[src/rtl/uart_pkg.sv]
// Shared definitions for the UART word bridge: command byte layout,
// register addresses, bridge FSM states and the word-to-byte helper.
package uart_pkg;

  localparam logic [2:0] UART_CR_ADDR   = 3'd0;
  localparam logic [2:0] UART_SR_ADDR   = 3'd1;
  localparam logic [2:0] UART_DIN_ADDR  = 3'd2;
  localparam logic [2:0] UART_DOUT_ADDR = 3'd3;

  typedef struct packed {
    logic       wr;
    logic [3:0] rsvd;
    logic [2:0] addr;
  } uart_cmd_t;

  typedef enum logic [1:0] {
    IDLE    = 2'd0,
    WR_DATA = 2'd1,
    TX      = 2'd2
  } uart_bridge_state_t;

  // Number of UART bytes needed to carry one data_w-bit word.
  function automatic int bytes_of(input int data_w);
    return (data_w + 7) / 8;
  endfunction

endpackage

[src/rtl/uart_word_fifo.sv]
// Synchronous word FIFO buffering core output words until the host reads them.
// Ports:
//   clk, rst_n      clock, async active-low reset
//   push, wdata     write request and word; ignored when full unless popping
//   pop             remove head word; ignored when empty
//   flush           synchronous clear to empty
//   rdata           head word (valid when !empty)
//   full, empty     occupancy flags
module uart_word_fifo #(
  parameter int DATA_W = 11,
  parameter int DEPTH  = 8
) (
  input  logic              clk,
  input  logic              rst_n,
  input  logic              push,
  input  logic [DATA_W-1:0] wdata,
  input  logic              pop,
  input  logic              flush,
  output logic [DATA_W-1:0] rdata,
  output logic              full,
  output logic              empty
);

  localparam int AW = $clog2(DEPTH);

  logic [DATA_W-1:0] mem [DEPTH];
  logic [AW-1:0]     wr_ptr;
  logic [AW-1:0]     rd_ptr;
  logic [AW:0]       count;
  logic              do_push;
  logic              do_pop;

  assign full    = (count == (AW+1)'(DEPTH));
  assign empty   = (count == '0);
  assign do_pop  = pop && !empty;
  // When full, a same-cycle pop frees the head slot, which is exactly where
  // wr_ptr points, so the incoming word can take it.
  assign do_push = push && (!full || do_pop);
  assign rdata   = mem[rd_ptr];

  always_ff @(posedge clk) begin
    if (do_push && !flush) mem[wr_ptr] <= wdata;
  end

  always_ff @(posedge clk or negedge rst_n) begin
    if (!rst_n) begin
      wr_ptr <= '0;
      rd_ptr <= '0;
      count  <= '0;
    end else if (flush) begin
      wr_ptr <= '0;
      rd_ptr <= '0;
      count  <= '0;
    end else begin
      if (do_push) wr_ptr <= wr_ptr + AW'(1);
      if (do_pop)  rd_ptr <= rd_ptr + AW'(1);
      case ({do_push, do_pop})
        2'b10:   count <= count + (AW+1)'(1);
        2'b01:   count <= count - (AW+1)'(1);
        default: count <= count;
      endcase
    end
  end

endmodule

[src/rtl/uart_word_bridge.sv]
// Byte-command bridge between UART RX/TX byte streams and the processing core.
// Ports:
//   clk, rst_n             clock, async active-low reset
//   rx_data, rx_vld        received byte strobe (no backpressure)
//   tx_data, tx_vld, tx_rdy  outgoing byte handshake
//   cr_en, cr_src_sel      control register outputs
//   cr_rst                 1-cycle core reset pulse
//   din_data, din_vld      assembled core input word
//   dout_data, dout_vld    core output words pushed into the FIFO
//   ext_flags              core status flags reported in SR
//
// state   | meaning
// IDLE    | waiting for a command byte
// WR_DATA | collecting data bytes of a CR or DIN write, timeout running
// TX      | sending a CR/SR/DOUT read response, LSB byte first
module uart_word_bridge
  import uart_pkg::*;
#(
  parameter int DATA_W      = 11,
  parameter int DOUT_DEPTH  = 8,
  parameter int TIMEOUT_CYC = 50000,
  parameter int N_EXT       = 5
) (
  input  logic              clk,
  input  logic              rst_n,
  input  logic [7:0]        rx_data,
  input  logic              rx_vld,
  output logic [7:0]        tx_data,
  output logic              tx_vld,
  input  logic              tx_rdy,
  output logic              cr_en,
  output logic              cr_src_sel,
  output logic              cr_rst,
  output logic [DATA_W-1:0] din_data,
  output logic              din_vld,
  input  logic [DATA_W-1:0] dout_data,
  input  logic              dout_vld,
  input  logic [N_EXT-1:0]  ext_flags
);

  localparam int              BYTES    = bytes_of(DATA_W);
  localparam logic [1:0]      LAST_IDX = 2'(BYTES - 1);
  localparam int              TO_W     = $clog2(TIMEOUT_CYC + 1);
  localparam logic [TO_W-1:0] TO_LOAD  = TO_W'(TIMEOUT_CYC - 1);

  uart_bridge_state_t state_q, state_d;
  uart_cmd_t          cmd;
  logic [2:0]         addr_q;
  logic [1:0]         byte_cnt_q;
  logic [TO_W-1:0]    to_cnt_q;
  logic [31:0]        asm_q, asm_nxt;
  logic [31:0]        tx_sr_q;
  logic               tx_pop_q;
  logic               err_q;
  logic               cmd_ok, wr_last, tx_last, tx_acc, to_hit;
  logic               err_set, err_clr;
  logic               fifo_pop, fifo_full, fifo_empty;
  logic [DATA_W-1:0]  fifo_head;
  logic [N_EXT+2:0]   sr_raw;
  logic [7:0]         sr_byte, cr_byte;

  assign cmd     = uart_cmd_t'(rx_data);
  assign tx_vld  = (state_q == TX);
  assign tx_data = tx_sr_q[7:0];
  assign tx_acc  = tx_vld && tx_rdy;
  assign wr_last = (addr_q == UART_CR_ADDR) || (byte_cnt_q == LAST_IDX);
  assign tx_last = (addr_q != UART_DOUT_ADDR) || (byte_cnt_q == LAST_IDX);
  assign to_hit  = (state_q == WR_DATA) && !rx_vld && (to_cnt_q == '0);
  assign fifo_pop = tx_acc && tx_last && tx_pop_q;

  assign sr_raw  = {fifo_empty, fifo_full, err_q, ext_flags};
  assign sr_byte = 8'(sr_raw);
  assign cr_byte = {6'd0, cr_en, cr_src_sel};

  uart_word_fifo #(.DATA_W(DATA_W), .DEPTH(DOUT_DEPTH)) u_fifo (
    .clk   (clk),
    .rst_n (rst_n),
    .push  (dout_vld),
    .wdata (dout_data),
    .pop   (fifo_pop),
    .flush (cr_rst),
    .rdata (fifo_head),
    .full  (fifo_full),
    .empty (fifo_empty)
  );

  always_comb begin
    cmd_ok  = 1'b0;
    asm_nxt = asm_q;
    asm_nxt[{byte_cnt_q, 3'b000} +: 8] = rx_data;
    case (cmd.addr)
      UART_CR_ADDR, UART_SR_ADDR: cmd_ok = 1'b1;
      UART_DIN_ADDR:              cmd_ok = cmd.wr;
      UART_DOUT_ADDR:             cmd_ok = !cmd.wr;
      default:                    cmd_ok = 1'b0;
    endcase
  end

  always_comb begin
    state_d = state_q;
    err_set = 1'b0;
    err_clr = cr_rst;
    if (dout_vld && fifo_full && !fifo_pop) err_set = 1'b1;
    case (state_q)
      IDLE: begin
        if (rx_vld) begin
          if (!cmd_ok) begin
            err_set = 1'b1;
          end else if (cmd.wr) begin
            if (cmd.addr == UART_SR_ADDR) err_clr = 1'b1;
            else                          state_d = WR_DATA;
          end else begin
            state_d = TX;
            if (cmd.addr == UART_DOUT_ADDR && fifo_empty) err_set = 1'b1;
          end
        end
      end
      WR_DATA: begin
        if (rx_vld && wr_last) begin
          state_d = IDLE;
        end else if (to_hit) begin
          state_d = IDLE;
          err_set = 1'b1;
        end
      end
      TX: begin
        if (rx_vld) err_set = 1'b1;
        if (tx_acc && tx_last) state_d = IDLE;
      end
      default: state_d = IDLE;
    endcase
  end

  always_ff @(posedge clk or negedge rst_n) begin
    if (!rst_n) begin
      state_q    <= IDLE;
      addr_q     <= '0;
      byte_cnt_q <= '0;
      to_cnt_q   <= '0;
      asm_q      <= '0;
      tx_sr_q    <= '0;
      tx_pop_q   <= 1'b0;
      err_q      <= 1'b0;
      cr_en      <= 1'b0;
      cr_src_sel <= 1'b0;
      cr_rst     <= 1'b0;
      din_data   <= '0;
      din_vld    <= 1'b0;
    end else begin
      state_q <= state_d;
      din_vld <= 1'b0;
      cr_rst  <= 1'b0;
      if (err_clr)      err_q <= 1'b0;
      else if (err_set) err_q <= 1'b1;
      case (state_q)
        IDLE: begin
          if (rx_vld) begin
            // Response is snapshotted at command time so later FIFO pushes
            // or flag changes cannot alter bytes already being sent.
            addr_q     <= cmd.addr;
            byte_cnt_q <= '0;
            to_cnt_q   <= TO_LOAD;
            asm_q      <= '0;
            tx_pop_q   <= (cmd.addr == UART_DOUT_ADDR) && !fifo_empty;
            case (cmd.addr)
              UART_CR_ADDR:   tx_sr_q <= 32'(cr_byte);
              UART_SR_ADDR:   tx_sr_q <= 32'(sr_byte);
              UART_DOUT_ADDR: tx_sr_q <= fifo_empty ? 32'd0 : 32'(fifo_head);
              default:        tx_sr_q <= '0;
            endcase
          end
        end
        WR_DATA: begin
          if (rx_vld) begin
            asm_q      <= asm_nxt;
            byte_cnt_q <= byte_cnt_q + 2'd1;
            to_cnt_q   <= TO_LOAD;
            if (wr_last) begin
              if (addr_q == UART_CR_ADDR) begin
                cr_src_sel <= rx_data[0];
                cr_en      <= rx_data[1];
                cr_rst     <= rx_data[2];
              end else begin
                din_data <= asm_nxt[DATA_W-1:0];
                din_vld  <= 1'b1;
              end
            end
          end else if (to_cnt_q != '0) begin
            to_cnt_q <= to_cnt_q - TO_W'(1);
          end
        end
        TX: begin
          if (tx_acc) begin
            tx_sr_q    <= tx_sr_q >> 8;
            byte_cnt_q <= byte_cnt_q + 2'd1;
          end
        end
        default: ;
      endcase
    end
  end

endmodule

[config.mk]
export PLATFORM = sky130hd
export DESIGN_NAME = uart_word_bridge
export DESIGN_NICKNAME = d
export VERILOG_FILES = /design/src/rtl/uart_pkg.sv /design/src/rtl/uart_word_fifo.sv /design/src/rtl/uart_word_bridge.sv
export SDC_FILE = /design/constraint.sdc
export NUM_CORES = 1
export LEC_CHECK = 0
export ABC_CLOCK_PERIOD_IN_PS = 6800
export CAP_MARGIN = 20
export CORE_MARGIN = 8
export CORE_UTILIZATION = 60
export DETAILED_ROUTE_END_ITERATION = 10
export PLACE_DENSITY = 0.81
export SYNTH_ARGS = -nofsm -noshare
export SYNTH_HDL_FRONTEND = slang
export SYNTH_HIERARCHICAL = 1
export SYNTH_SLANG_ARGS = --single-unit
[constraint.sdc]
create_clock -name clk -period 6.8 [get_ports clk]
set_input_delay 0.68 -clock clk [delete_from_list [all_inputs] [get_ports clk]]
set_output_delay 0.68 -clock clk [all_outputs]
set_load 0.1 [all_outputs]
==> run_results.csv <==
group,metric,value,unit
synthesis,synth_cell_types,65,
timing,tns,0,ns
floorplanning,io_pins,53,
cts,clk_latency,0.42,ns
floorplanning,dieArea,0.0157,mm^2
cts,htreeDepth,4,
timing,slew_violations,0,
run,drv_cap,0,
pwr,leakagePower,3.10,nW
floorplanning,coreArea,0.0118,mm^2
synthesis,synth_area_per_cell,13.4,um^2
setup_path,r2r_cells,10,
pwr,p_per_area,415,mW/mm^2
timing,maxSlewHeadroom,28.7,%
cts,ctsResizeCount,0,
timing,clock_skew,0.00853,ns
floorplanning,initial_core_util,60.6,%
synthesis,ys_ff_latch,157,
global_routing,grt_pass1_vias,4768,
floorplanning,die_h,125,um
detailed_routing,drcViolationCount,0,
setup_path,critPathKind,"reg -> out",
synthesis,synth_top_cell_by_area,"edfxtp_1",
cts,cts_hold_buf,0,
detailed_routing,routedWlPerCell,19.4,um
global_routing,globalRouteOverflowTotal,0,
synthesis,yosys_warnings,6,
synthesis,netlist_area,0.00716,mm^2
final_layout,insertedDiodeCount,0,
synthesis,async_reset_ff_share,43.9,%
cts,clock-sinks,157,
final_layout,fillers,787,
run_status,status,"finished clean",
floorplanning,die_width,125,um
floorplanning,rows,40,
global_routing,grtUsageTotal,19.5,%
pwr,irDropWorstVdd,369,uV
timing,fin_crit_sh,47.8,%
timing,hold_viol,0,
placement,placed_area,0.00778,mm^2
final_layout,layout.nets,626,
setup_path,cp_data_required_time,6.12,ns
final_layout,drive_gt1_share,16.6,%
synthesis,synth_commonest_cells,"88 x edfxtp_1, 69 x dfrtp_1, 55 x nor2_1",
timing,rsz0062_at_grt,"false",
setup_path,cp_max_fo,10,
cts,cts_tree,"built",
timing,tightest_slew,1.07,ns
final_layout,area_growth,16.7,%
detailed_routing,drtPass1Iterations,5,
synthesis,synth_edf_count,88,
synthesis,synth.most_common_cell,"edfxtp_1",
setup_path,cp-start-kind,"flop",
setup_path,worst_setup_path_end_kind,"primary output",
synthesis,ys_seq_area_share,61.0,%
detailed_routing,wirelength,14400,um
synthesis,ys_top_cells_by_area,"edfxtp_1 37%, dfrtp_1 24%, mux4_2 6.9%",
cts,numCtsBuffers,17,
placement,place_hpwl,9610,um
placement,portBuffers,52,
cts,post-cts-setup-buffer-count,0,
setup_path,crit_arrival,2.57,ns
synthesis,syn_nets,578,
synthesis,synth.top_cell.area_share,36.9,%
min_path,hp-class,"in -> async",
cts,max-clock-path-buffers,2,
final_layout,stdcell_area,0.00835,mm^2
synthesis,netlist_instances,535,
detailed_routing,viasPerCell,6.05,
timing,fin_crit,3.25,ns
timing,hold_ws,0.434,ns
global_routing,antenna_found_initial,0,
global_routing,grt_max_degree,70,
cts,clk_pin_slew,0.06,ns
timing,fmax,308,MHz
placement,gp_congestion,0.831,
global_routing,grt_pass1_wl,24000,um
timing,setup_viol,0,
synthesis,synth-main-ff-cell,"edfxtp_1",
detailed_routing,vias,4491,
detailed_routing,ant_nets,0,
cts,cts-root-buf,"clkbuf_16",
detailed_routing,first_iter_violations,432,
==> where the power goes <==
group | switching (mW) | internal, mW | total [mW]
Sequential | 0.142 | 1.20 | 1.34
Combinational | 0.782 | 0.434 | 1.22
Clock | 0.370 | 0.541 | 0.911
==> path summary, 6_finish.rpt <==
kind / to / start / slack (ns)
worst max register to register: u_fifo/count[3]$_DFFE_PN0P_ / state_q[0]$_DFFE_PN0P_ / 3.64
max in group asynchronous: to_cnt_q[3]$_DFFE_PN0P_ / rst_n / 5.78
worst max-delay path: tx_vld / state_q[0]$_DFFE_PN0P_ / 3.55
worst min register to register: asm_q[4]$_DFFE_PN0P_ / asm_q[4]$_DFFE_PN0P_ / 0.49
min in group clk: asm_q[4]$_DFFE_PN0P_ / asm_q[4]$_DFFE_PN0P_ / 0.49
worst min-delay path: to_cnt_q[13]$_DFFE_PN0P_ / rst_n / 0.43
==> kinds of logic (layout without fill, tap and decap cells) <==
kind of cell	after synthesis	count (layout)	share of synthesized area, %
AO/OA/AOI/OAI	96	96	9.46
XOR/XNOR	16	16	1.96
adder cells (fa/ha/maj)	14	14	2.55
buffers and inverters	51	111	3.25
flip-flops	157	157	61.0
multiplexers	48	48	11.0
AND/OR/NAND/NOR	153	153	10.8
==> layer usage <==
layer / part of all wire [%] / routed length, um / track usage (%)
met5: 0 / 0 / 0
met3: 5.3 / 765 / 5.23
met1: 41 / 5840 / 22.6
met2: 52 / 7460 / 33.3
met4: 2.1 / 299 / 8.52
==> layout make-up <==
cell class,count,area (um^2),area share [%]
clock inverters,12,138,1.65
inverters,20,75.1,0.899
clock buffers,19,433,5.18
well taps,147,184,2.20
repair buffers,60,573,6.86
flip-flops and latches,157,4370,52.3
multi-input cells,327,2580,30.9
==> stage by stage <==
step / power [mW] / setup WS (ns) / cells / util, %
final: 3.47 / 3.55 / 742 / 70.7
after global routing: 3.64 / 3.38 / 742 / 70.7
after CTS: 3.49 / 3.55 / 741 / 70.7
after detailed placement: 2.57 / 3.20 / 710 / 65.8
after global placement: 2.54 / 3.29 / 710 / 65.8
after floorplan: 2.27 / 3.07 / 535 / -
==> state kept, by name, summed over array words and instances, names as in the netlist, 3 cells and up <==
signal	cells
addr_q	3
asm_q	8
din_data	11
to_cnt_q	16
tx_sr_q	11
u_fifo/count	4
u_fifo/mem	88
u_fifo/rd_ptr	3
u_fifo/wr_ptr	3
==> worst max-delay path, cell delays in order (launching register included) <==
cell and delay (ns):
dfrtp_1 0.41, inv_1 0.10, ha_1 0.40, clkdlybuf4s50_1 1.24
==> placed cells by master, fill, tap and decap left out, types with 3 or more instances in the layout <==
| cell | Yosys | final |
|---|---|---|
| edfxtp_1 | 88 | 88 |
| dfrtp_1 | 69 | 69 |
| nor2_1 | 55 | 55 |
| clkdlybuf4s50_1 | 0 | 51 |
| nand2_1 | 30 | 30 |
| mux4_2 | 22 | 22 |
| a21oi_1 | 21 | 21 |
| inv_1 | 20 | 20 |
| o21ai_0 | 19 | 19 |
| mux2_2 | 17 | 17 |
| clkbuf_16 | 0 | 17 |
| nor2b_1 | 13 | 13 |
| ha_1 | 13 | 13 |
| xor2_1 | 12 | 12 |
| nor3_1 | 12 | 11 |
| nand3_1 | 11 | 11 |
| a22o_1 | 9 | 9 |
| a31oi_1 | 8 | 8 |
| mux2i_1 | 7 | 7 |
| o211ai_1 | 7 | 7 |
| buf_4 | 8 | 7 |
| a22oi_1 | 5 | 5 |
| nor4_1 | 5 | 4 |
| or2_2 | 4 | 4 |
| nor3b_1 | 4 | 4 |
| xnor2_1 | 4 | 4 |
| a2111oi_0 | 3 | 3 |
| inv_6 | 0 | 3 |
| clkinv_4 | 0 | 3 |
(Power assumes the default switching activity.)
